[src/rtl/ifetch32_if.sv]
// ifetch32_if: groups the instruction-memory handshake with the issue and branch/link signals
// that pass between ifetch32 (master) and its neighbours (slave).
interface ifetch32_if;
   logic [31:0] imem_addr;
   logic        imem_req;
   logic        imem_ack;
   logic [31:0] imem_data;
   logic        stall;
   logic        ib;
   logic [31:0] bv;
   logic        bl;
   logic [31:0] iout;
   logic        ivalid;
   logic [31:0] pc_out;
   logic        lr_we;
   logic [31:0] lr_out;

   modport master (
      output imem_addr, imem_req, iout, ivalid, pc_out, lr_we, lr_out,
      input  imem_ack, imem_data, stall, ib, bv, bl
   );

   modport slave (
      input  imem_addr, imem_req, iout, ivalid, pc_out, lr_we, lr_out,
      output imem_ack, imem_data, stall, ib, bv, bl
   );
endinterface

[src/rtl/ifetch32.sv]
// ifetch32: PC, req/ack fetch FSM, prefetch FIFO, branch redirect/flush and link write.
// Define IFETCH_PERFCNT_EN to add the saturating bubble_cnt output.
module ifetch32 #(
   parameter logic [31:0] RESET_PC  = 32'h0000_0000,
   parameter int          BUF_DEPTH = 2,
   parameter logic [31:0] NOP_WORD  = 32'hE1A0_0000
) (
   input  logic       clk,
   input  logic       rst,
   ifetch32_if.master bus
`ifdef IFETCH_PERFCNT_EN
   ,
   output logic [31:0] bubble_cnt
`endif
);
   localparam int AW = $clog2(BUF_DEPTH);
   localparam logic [AW:0] FULL = (AW+1)'(BUF_DEPTH);

   typedef enum logic [1:0] {S_REQ, S_HOLD, S_DRAIN} state_t;
   typedef struct packed {
      logic [31:0] pc;
      logic [31:0] word;
   } entry_t;

   state_t                 state_q, state_d;
   entry_t [BUF_DEPTH-1:0] mem_q, mem_d;
   logic [AW-1:0]          rd_ptr_q, rd_ptr_d, wr_ptr_q, wr_ptr_d;
   logic [AW:0]            count_q, count_d;
   logic [31:0]            fetch_pc_q, fetch_pc_d;
   logic [31:0]            last_pc_q, last_pc_d;
   logic [31:0]            drain_addr_q, drain_addr_d;
   logic [31:0]            lr_out_q, lr_out_d;
   logic                   lr_we_q, lr_we_d;
   logic                   ivalid, pop, push, link;
   logic [31:0]            target;
   entry_t                 head;

   assign head   = mem_q[rd_ptr_q];
   assign ivalid = (count_q != '0);
   assign pop    = ivalid & ~bus.stall & ~bus.ib;
   assign push   = (state_q == S_REQ) & bus.imem_ack & ~bus.ib;
   assign link   = bus.ib & bus.bl;
   assign target = last_pc_q + 32'd8 + bus.bv;

   always_ff @(posedge clk or posedge rst) begin
      if (rst) state_q <= S_REQ;
      else     state_q <= state_d;
   end

   // A redirect never moves the address of an outstanding request; DRAIN finishes it first.
   always_comb begin
      state_d = state_q;
      case (state_q)
         S_REQ: begin
            if (bus.ib)                state_d = bus.imem_ack ? S_REQ : S_DRAIN;
            else if (count_d == FULL)  state_d = S_HOLD;
         end
         S_HOLD:  if (bus.ib || pop) state_d = S_REQ;
         S_DRAIN: if (bus.imem_ack)  state_d = S_REQ;
         default: state_d = S_REQ;
      endcase
   end

   always_comb begin
      bus.imem_req  = 1'b0;
      bus.imem_addr = fetch_pc_q;
      case (state_q)
         S_REQ:   bus.imem_req = ~rst;
         S_DRAIN: begin
            bus.imem_req  = ~rst;
            bus.imem_addr = drain_addr_q;
         end
         default: bus.imem_req = 1'b0;
      endcase
      bus.ivalid = ivalid;
      bus.iout   = ivalid ? head.word : NOP_WORD;
      bus.pc_out = ivalid ? head.pc : 32'd0;
      bus.lr_we  = lr_we_q;
      bus.lr_out = lr_out_q;
   end

   always_comb begin
      mem_d        = mem_q;
      rd_ptr_d     = rd_ptr_q;
      wr_ptr_d     = wr_ptr_q;
      count_d      = count_q;
      fetch_pc_d   = fetch_pc_q;
      last_pc_d    = last_pc_q;
      drain_addr_d = drain_addr_q;
      lr_we_d      = link;
      lr_out_d     = link ? last_pc_q + 32'd4 : lr_out_q;
      if (bus.ib) begin
         // Flush: the head is squashed, not popped, so last_pc stays put.
         rd_ptr_d   = wr_ptr_q;
         count_d    = '0;
         fetch_pc_d = target;
         if (state_q == S_REQ) drain_addr_d = fetch_pc_q;
      end else begin
         if (push) begin
            mem_d[wr_ptr_q].pc   = fetch_pc_q;
            mem_d[wr_ptr_q].word = bus.imem_data;
            wr_ptr_d             = wr_ptr_q + 1'b1;
            fetch_pc_d           = fetch_pc_q + 32'd4;
         end
         if (pop) begin
            rd_ptr_d  = rd_ptr_q + 1'b1;
            last_pc_d = head.pc;
         end
         count_d = count_q + (AW+1)'(push) - (AW+1)'(pop);
      end
   end

   always_ff @(posedge clk or posedge rst) begin
      if (rst) begin
         mem_q        <= '0;
         rd_ptr_q     <= '0;
         wr_ptr_q     <= '0;
         count_q      <= '0;
         fetch_pc_q   <= RESET_PC;
         last_pc_q    <= RESET_PC;
         drain_addr_q <= RESET_PC;
         lr_we_q      <= 1'b0;
         lr_out_q     <= 32'd0;
      end else begin
         mem_q        <= mem_d;
         rd_ptr_q     <= rd_ptr_d;
         wr_ptr_q     <= wr_ptr_d;
         count_q      <= count_d;
         fetch_pc_q   <= fetch_pc_d;
         last_pc_q    <= last_pc_d;
         drain_addr_q <= drain_addr_d;
         lr_we_q      <= lr_we_d;
         lr_out_q     <= lr_out_d;
      end
   end

`ifdef IFETCH_PERFCNT_EN
   logic [31:0] bubble_cnt_q, bubble_cnt_d;

   always_comb begin
      bubble_cnt_d = bubble_cnt_q;
      if (!ivalid && !bus.stall && bubble_cnt_q != 32'hFFFF_FFFF)
         bubble_cnt_d = bubble_cnt_q + 32'd1;
   end

   always_ff @(posedge clk or posedge rst) begin
      if (rst) bubble_cnt_q <= 32'd0;
      else     bubble_cnt_q <= bubble_cnt_d;
   end

   assign bubble_cnt = bubble_cnt_q;
`endif
endmodule
[src/flat_wrapper.sv]
// flat-port wrapper written by rule: the top's interface ports become plain ports
module ifetch32_flat 
#(
   parameter logic [31:0] RESET_PC  = 32'h0000_0000,
   parameter int          BUF_DEPTH = 2,
   parameter logic [31:0] NOP_WORD  = 32'hE1A0_0000
)
  (clk, rst, bus_imem_addr, bus_imem_req, bus_iout, bus_ivalid, bus_pc_out, bus_lr_we, bus_lr_out, bus_imem_ack, bus_imem_data, bus_stall, bus_ib, bus_bv, bus_bl);
  ifetch32_if bus_i ();
  input  logic clk;
  input  logic rst;
  output wire logic [$bits(bus_i.imem_addr)-1:0] bus_imem_addr;
  output wire logic [$bits(bus_i.imem_req)-1:0] bus_imem_req;
  output wire logic [$bits(bus_i.iout)-1:0] bus_iout;
  output wire logic [$bits(bus_i.ivalid)-1:0] bus_ivalid;
  output wire logic [$bits(bus_i.pc_out)-1:0] bus_pc_out;
  output wire logic [$bits(bus_i.lr_we)-1:0] bus_lr_we;
  output wire logic [$bits(bus_i.lr_out)-1:0] bus_lr_out;
  input wire logic [$bits(bus_i.imem_ack)-1:0] bus_imem_ack;
  input wire logic [$bits(bus_i.imem_data)-1:0] bus_imem_data;
  input wire logic [$bits(bus_i.stall)-1:0] bus_stall;
  input wire logic [$bits(bus_i.ib)-1:0] bus_ib;
  input wire logic [$bits(bus_i.bv)-1:0] bus_bv;
  input wire logic [$bits(bus_i.bl)-1:0] bus_bl;
  assign bus_imem_addr = bus_i.imem_addr;
  assign bus_imem_req = bus_i.imem_req;
  assign bus_iout = bus_i.iout;
  assign bus_ivalid = bus_i.ivalid;
  assign bus_pc_out = bus_i.pc_out;
  assign bus_lr_we = bus_i.lr_we;
  assign bus_lr_out = bus_i.lr_out;
  assign bus_i.imem_ack = bus_imem_ack;
  assign bus_i.imem_data = bus_imem_data;
  assign bus_i.stall = bus_stall;
  assign bus_i.ib = bus_ib;
  assign bus_i.bv = bus_bv;
  assign bus_i.bl = bus_bl;
  ifetch32 #(.RESET_PC(RESET_PC), .BUF_DEPTH(BUF_DEPTH), .NOP_WORD(NOP_WORD)) u_core (.clk(clk), .rst(rst), .bus(bus_i));
endmodule
[config.mk]
export PLATFORM = sky130hd
export DESIGN_NAME = ifetch32_flat
export DESIGN_NICKNAME = d
export VERILOG_FILES = /design/src/rtl/ifetch32_if.sv /design/src/rtl/ifetch32.sv /design/src/flat_wrapper.sv
export SDC_FILE = /design/constraint.sdc
export NUM_CORES = 1
export LEC_CHECK = 0
export BUFFER_PORTS_ARGS = -buffer_cell sky130_fd_sc_hd__buf_2
export CAP_MARGIN = 10
export CORE_MARGIN = 3
export CORE_UTILIZATION = 54
export CTS_BUF_LIST = sky130_fd_sc_hd__clkbuf_8
export DETAILED_ROUTE_END_ITERATION = 10
export GPL_ROUTABILITY_DRIVEN = 0
export PLACE_DENSITY = 0.79
export REMOVE_ABC_BUFFERS = 1
export SETUP_SLACK_MARGIN = 0.02
export SYNTH_ARGS = -nofsm -noshare
export SYNTH_HDL_FRONTEND = slang
export SYNTH_SLANG_ARGS = --single-unit
[constraint.sdc]
create_clock -name clk -period 9.2 [get_ports clk]
set_clock_uncertainty 0.05 [all_clocks]
set_input_delay 1.84 -clock clk [delete_from_list [all_inputs] [get_ports clk]]
set_output_delay 1.84 -clock clk [all_outputs]
set_load 0.005 [all_outputs]
Yosys cells after proc, flatten, opt, wreduce, memory -nomap -nowiden

Index checks and enable logic that the tools add are counted.

Memories kept: 0
Bits in latches: 0
Logic and storage cells: 72
Register bits after elaboration: 263
ROM bits: 0
Memory bits (writable): 0

Add/sub/neg operators: 8
Shift operators: 0
Bitwise operators: 8
Equal/unequal tests: 6
Reductions and logical operators: 11
Divide/modulo/power cells: 0
Multipliers: 0
$lt $le $gt $ge: 3
Multiplexer cells: 23

Operators with widths:

| cell                                                                  | number |
|---|---|
| 128-bit bitwise mux                                                   | 2 |
| 32-bit 2-to-1 mux                                                     | 6 |
| 64-bit 2-to-1 mux                                                     | 3 |
| 64-bit demux with 1-bit select                                        | 2 |
| 32-bit by 3-bit adder with 32-bit output (second input constant)      | 2 |
| 32-bit adder                                                          | 1 |
| 32-bit by 4-bit adder with 32-bit output (second input constant)      | 1 |
| 2-bit 2-to-1 mux                                                      | 6 |
| 2-bit one-hot mux with 3 select lines                                 | 1 |
| 2-bit AND reduction                                                   | 3 |
| 2-bit nonzero test                                                    | 3 |
| 1-bit bitwise AND                                                     | 5 |
| 2-bit == test (second input constant)                                 | 2 |
| 1-bit by 2-bit < comparator with 1-bit output (second input constant) | 2 |
| 1-bit 2-to-1 mux                                                      | 3 |
| 3-bit by 2-bit != test with 1-bit output (second input constant)      | 1 |
| 1-bit inverter                                                        | 3 |
| 3-bit AND reduction                                                   | 1 |
| 1-bit adder (second input constant)                                   | 2 |
| 2-bit by 1-bit adder with 2-bit output                                | 1 |
| 2-bit by 1-bit == test with 1-bit output (second input constant)      | 1 |
| 2-bit logical NOT                                                     | 1 |
| 2-bit by 1-bit != test with 1-bit output (second input constant)      | 1 |
| 2-bit != test (second input constant)                                 | 1 |
| 5 further kinds                                                       | 5 |

Longest topological paths before layout

Depth after elaboration: 10
Gate-level depth with buffers: 12
Mapped depth without buffers: 11

Worst setup path after synthesis

Ideal clock, no wire load.

Path type: input -> register
Start: in bus_bv[1]
End: reg u_core.fetch_pc_q[31]
Setup time: 68 ps
Arrival: 4,043 ps
Setup slack: 5,039 ps
Required time: 9,082 ps
Cell stages on the path: 11
Buffers on the path: 0
Cells stage by stage: ha_1 > ha_1 > inv_1 > fa_1 > nand2b_1 > a21oi_1 > o41ai_4 > a311oi_2 > o31ai_1 > o32ai_1 > nand2b_1

Word-level cells in the longest chain between the ends: 2

RTL lines:

| item                 | RTL line           | RTL |
|---|---|---|
| start, declared      | flat_wrapper.sv:23 | `input wire logic [$bits(bus_i.bv)-1:0] bus_bv;` |
| 32-bit adder         | ifetch32.sv:43     | `assign target = last_pc_q + 32'd8 + bus.bv;` |
| 32-bit 2-to-1 mux    | ifetch32.sv:92     | `if (bus.ib) begin` |
| end signal, assigned | ifetch32.sv:129    | `fetch_pc_q <= fetch_pc_d;` |
| end, declared        | ifetch32.sv:29     | `logic [31:0] fetch_pc_q, fetch_pc_d;` |

Every way passes these cells.
A chain may end at the register's enable or synchronous reset.

Worst setup path after layout

Start: reg u_core.rd_ptr_q
End: out bus_pc_out[23]

Word-level cells in the longest chain between the ends: 3

RTL lines:

| item                                                 | RTL line           | RTL |
|---|---|---|
| start, declared                                      | ifetch32.sv:27     | `logic [AW-1:0] rd_ptr_q, rd_ptr_d, wr_ptr_q, wr_ptr_d;` |
| start signal, assigned                               | ifetch32.sv:126    | `rd_ptr_q <= rd_ptr_d;` |
| 64-bit 2-to-1 mux (not written as such) (2 in a row) | ifetch32.sv:38     | `assign head = mem_q[rd_ptr_q];` |
| 32-bit 2-to-1 mux                                    | ifetch32.sv:77     | `bus.pc_out = ivalid ? head.pc : 32'd0;` |
| end, declared                                        | flat_wrapper.sv:16 | `output wire logic [$bits(bus_i.pc_out)-1:0] bus_pc_out;` |

Every way passes these cells. The select of a mux whose other input is x is not followed.

==> results.md <==
- # setup viols final: 0
- Area of all placed cells without fillers: 16400 µm²
- Overall track demand over capacity in global routing: 0.239
- # resized after CTS: 0
- Clock tree buffer depth: 3
- Die width: 168 µm
- Relative slew slack: 0.224
- Sequential share of power: 0.373
- Met2 routed wirelength: 16500 µm
- Ordered list of cells on the worst path: buf_4, mux2i_1, nor2_1, buf_2
- Wire length of the first global-routing pass: 55100 µm
- Clock sink count: 263
- Pin count of the biggest net entering global routing: 112
- Async set-reset flop share out of synthesis: 1.00
- Most numerous cell in the Yosys netlist: dfrtp_1
- Max Clk Rate: 214 MHz
- Total length of routed wires: 34000 µm
- Clock latency reported for the late side of the worst-skew pair: 550 ps
- Power density relative to cell area: 362 nW/µm²
- Kind of cell adding the most delay to the critical path: buffers and inverters
- Final Worst Setup Slack: 4530 ps
- Top cell type by total area after synthesis: dfrtp_1
- Largest family of logic cells by synthesized area: multiplexers
- RSZ-0062 raised after global routing: no
- Final Instance Count excl. Fillers: 1877
- Boundary pin count: 201
- Total Die Area: 28300 µm²
- Endpoint arrival time on the critical path: 2780 ps
- Total design power: 5.93 mW
- Hold-fix buffer count after cts: 0
- Starting DRC count in detailed routing: 686
- Compound-cell area share of the yosys netlist: 0.0885
- Finished Core Util: 0.642
- Post-placement setup slack: 4520 ps
- Share of synthesized cell area in and, or, nand and nor gates: 0.119
- Count of unique library cells instantiated by Yosys: 62
- Worst hold slack: 422 ps
- DR pass1 iterations: 5
- Number of synthesized register bits: 263
- Final-layout setup total negative slack: 0 ps
- Fraction of layout instances using a drive strength above 1: 0.317
- # nets final: 1648
- Total count of hold-check failures in the final report: 0
- Worst setup EP type: primary output
- Most used flip-flop cell after synthesis: dfrtp_1
- Synthesized area per cell: 10.7 µm²
- Post-synth EDFFs: 0
- Number of cells produced by synthesis: 1331
- Area added between synthesis and finish: 15.3%
- Routed wire per std cell: 18.1 µm
- Req. time, crit path: 7310 ps
- Mux cell area share after synthesis: 0.195
- Highest routing layer actually used: met5
- Depth of the CTS H-tree: 2
- Number of antenna violations at the first check in global routing: 1
- Wire length on met1: 14400 µm
- Top-area cell type share of the netlist area: 0.463
- # rows: 58
- Sort of element at the start of the critical path: flop
- Worst hold path type: reg2reg
- Shortest clock period the worst path allows after layout: 4670 ps
- Die height: 168 µm
- Number of buffer cells added on primary ports: 200
- Part of the cycle the worst path needs: 0.507
- Post-detailed-route count of antenna-violating nets: 0
- Number of design rule violations left after detail routing: 0
- Total gr overflow: 0
- Leading cell types by count after synthesis: 263 x dfrtp_1, 187 x mux2_2, 154 x nor2_1
- Crit Path Category: reg2out
- Relative contribution of combinational cells to total power: 0.445
- Cell Int Power: 3.61 mW
- Slowest cell delay on critical path: 930 ps
- Cell area after placement: 15500 µm²
- Clock transition at the registers of the reported paths: 60 ps
- Status: finished clean
- Final Max Slew Viols: 0
- Transition time at the pin with the least slew margin: 1160 ps
- CP max stage cell: buf_4
- Area of the core: 25500 µm²
- Area share of fa/ha/maj cells after synthesis: 0.0586
- Post CTS Setup Buffer Count: 0
- Via count: 10.6k
- Number of synthesis warnings: 0
- Fraction of power spent switching nets: 0.392
- Count of buffer and inverter cells on the critical path: 2
- Part of the Yosys area used for sequential elements: 0.463
- Count of maximum capacitance violations: 0
- Number of global-route vias before repair: 10.9k
- Net switching power: 2.33 mW
- CTS root buf: clkbuf_8
- Post-Synthesis Cell Area: 14200 µm²
- Clock tree from TritonCTS: yes
- Leakage: 7.53 nW
- Largest cells by area after synthesis: dfrtp_1 46%, mux2_2 15%, ha_1 5.7%, mux2i_1 4.7%, nor2_1 4.1%
- Placed wire-length estimate: 23100 µm
- Placed instance count: 1795
- Max IR drop VDD: 0.192 mV
- Proportion of power drawn by the clock network: 0.182
- Total CTS buffers: 45
- Ratio of routed vias to standard cells: 5.66
- Xor and xnor area share after synthesis: 0.0493
- CP Max Fanout: 59
- Initial cell density of the core: 0.557
- Number of antenna cells inserted: 0
- Length of routed met3 wiring: 2110 µm
## power groups by stage
| stage | sequential [mW] | combinational, mW | clock, mW |
|---|---|---|---|
| 6_report | 2.21 | 2.64 | 1.08 |
| 3_5_place_dp | 2.22 | 2.63 | 0 |
| 3_3_place_gp | 2.18 | 2.56 | 0 |
| 4_1_cts | 2.20 | 2.65 | 1.11 |
| 5_1_grt | 2.29 | 2.95 | 1.16 |
| 2_1_floorplan | 2.11 | 1.93 | 0 |
## final timing paths
path | start | to | slack (ps) | depth (start not counted)
setup reg to reg | u_core.last_pc_q[1] | u_core.fetch_pc_q[31] | 6030 | 11
max in group asynchronous | rst | u_core.rd_ptr_q | 6030 | 3
hold reg to reg | u_core.bus.lr_out[16] | u_core.bus.lr_out[16] | 420 | 2
hold / removal | u_core.bus.lr_out[16] | u_core.bus.lr_out[16] | 420 | 2
min in group asynchronous | rst | u_core.mem_q[74] | 1390 | 2
setup / recovery | u_core.rd_ptr_q | bus_pc_out[23] | 4530 | 4
## layout by cell type, fill, tap and decap left out, types with 11 or more instances in the layout
cell type | Yosys | layout
nor3_1 | 14 | 13
and4_1 | 11 | 11
nand3_1 | 35 | 35
and3_1 | 11 | 11
inv_1 | 23 | 34
nor2_1 | 154 | 153
xor2_1 | 44 | 44
mux2i_1 | 67 | 67
ha_1 | 65 | 65
o21a_1 | 11 | 11
nand2_1 | 91 | 89
buf_2 | 9 | 200
nand4_1 | 16 | 16
a21oi_1 | 78 | 78
xnor2_1 | 36 | 36
mux2_2 | 187 | 187
clkbuf_8 | 0 | 59
dfrtp_1 | 263 | 262
o21ai_0 | 56 | 56
## registers in the layout (all words and copies together), names as in the netlist
signal and flops:
u_core.bus.lr_out 32, u_core.last_pc_q 32, u_core.mem_q 128, u_core.rd_ptr_q 1
u_core.wr_ptr_q 1, u_core.bus.lr_we 1, u_core.fetch_pc_q 32, u_core.drain_addr_q 32
u_core.state_q 2, u_core.count_q 2
## layer usage
metal | track usage | vias up
li1 | - | 5058
met1 | 0.300 | 5170
met2 | 0.412 | 320
met3 | 0.0517 | 66
met4 | 0.0797 | 2
met5 | 0 | -
## kinds of logic after synthesis
family | Yosys count
multiplexers | 254
flip-flops | 263
buffers and inverters | 99
adder cells (fa/ha/maj) | 66
XOR/XNOR | 80
AO/OA/AOI/OAI | 201
AND/OR/NAND/NOR | 368
## tightest hold or removal path, cell delays in order, from the launching register on
cell     delay, ps
dfrtp_1        340
nand2_1         40
o21ai_0         60
## final cells by class
type                            instances  area [µm²]
Tap cell                              330         413
Multi-Input combinational cell        969        7300
Timing Repair Buffer                  210        1080
Clock inverter                         23         130
Inverter                               23        93.8
Sequential cell                       263        6590
Fill cell                            2114        9140
Clock buffer                           59         812
Power figures use the tool's default switching activity.
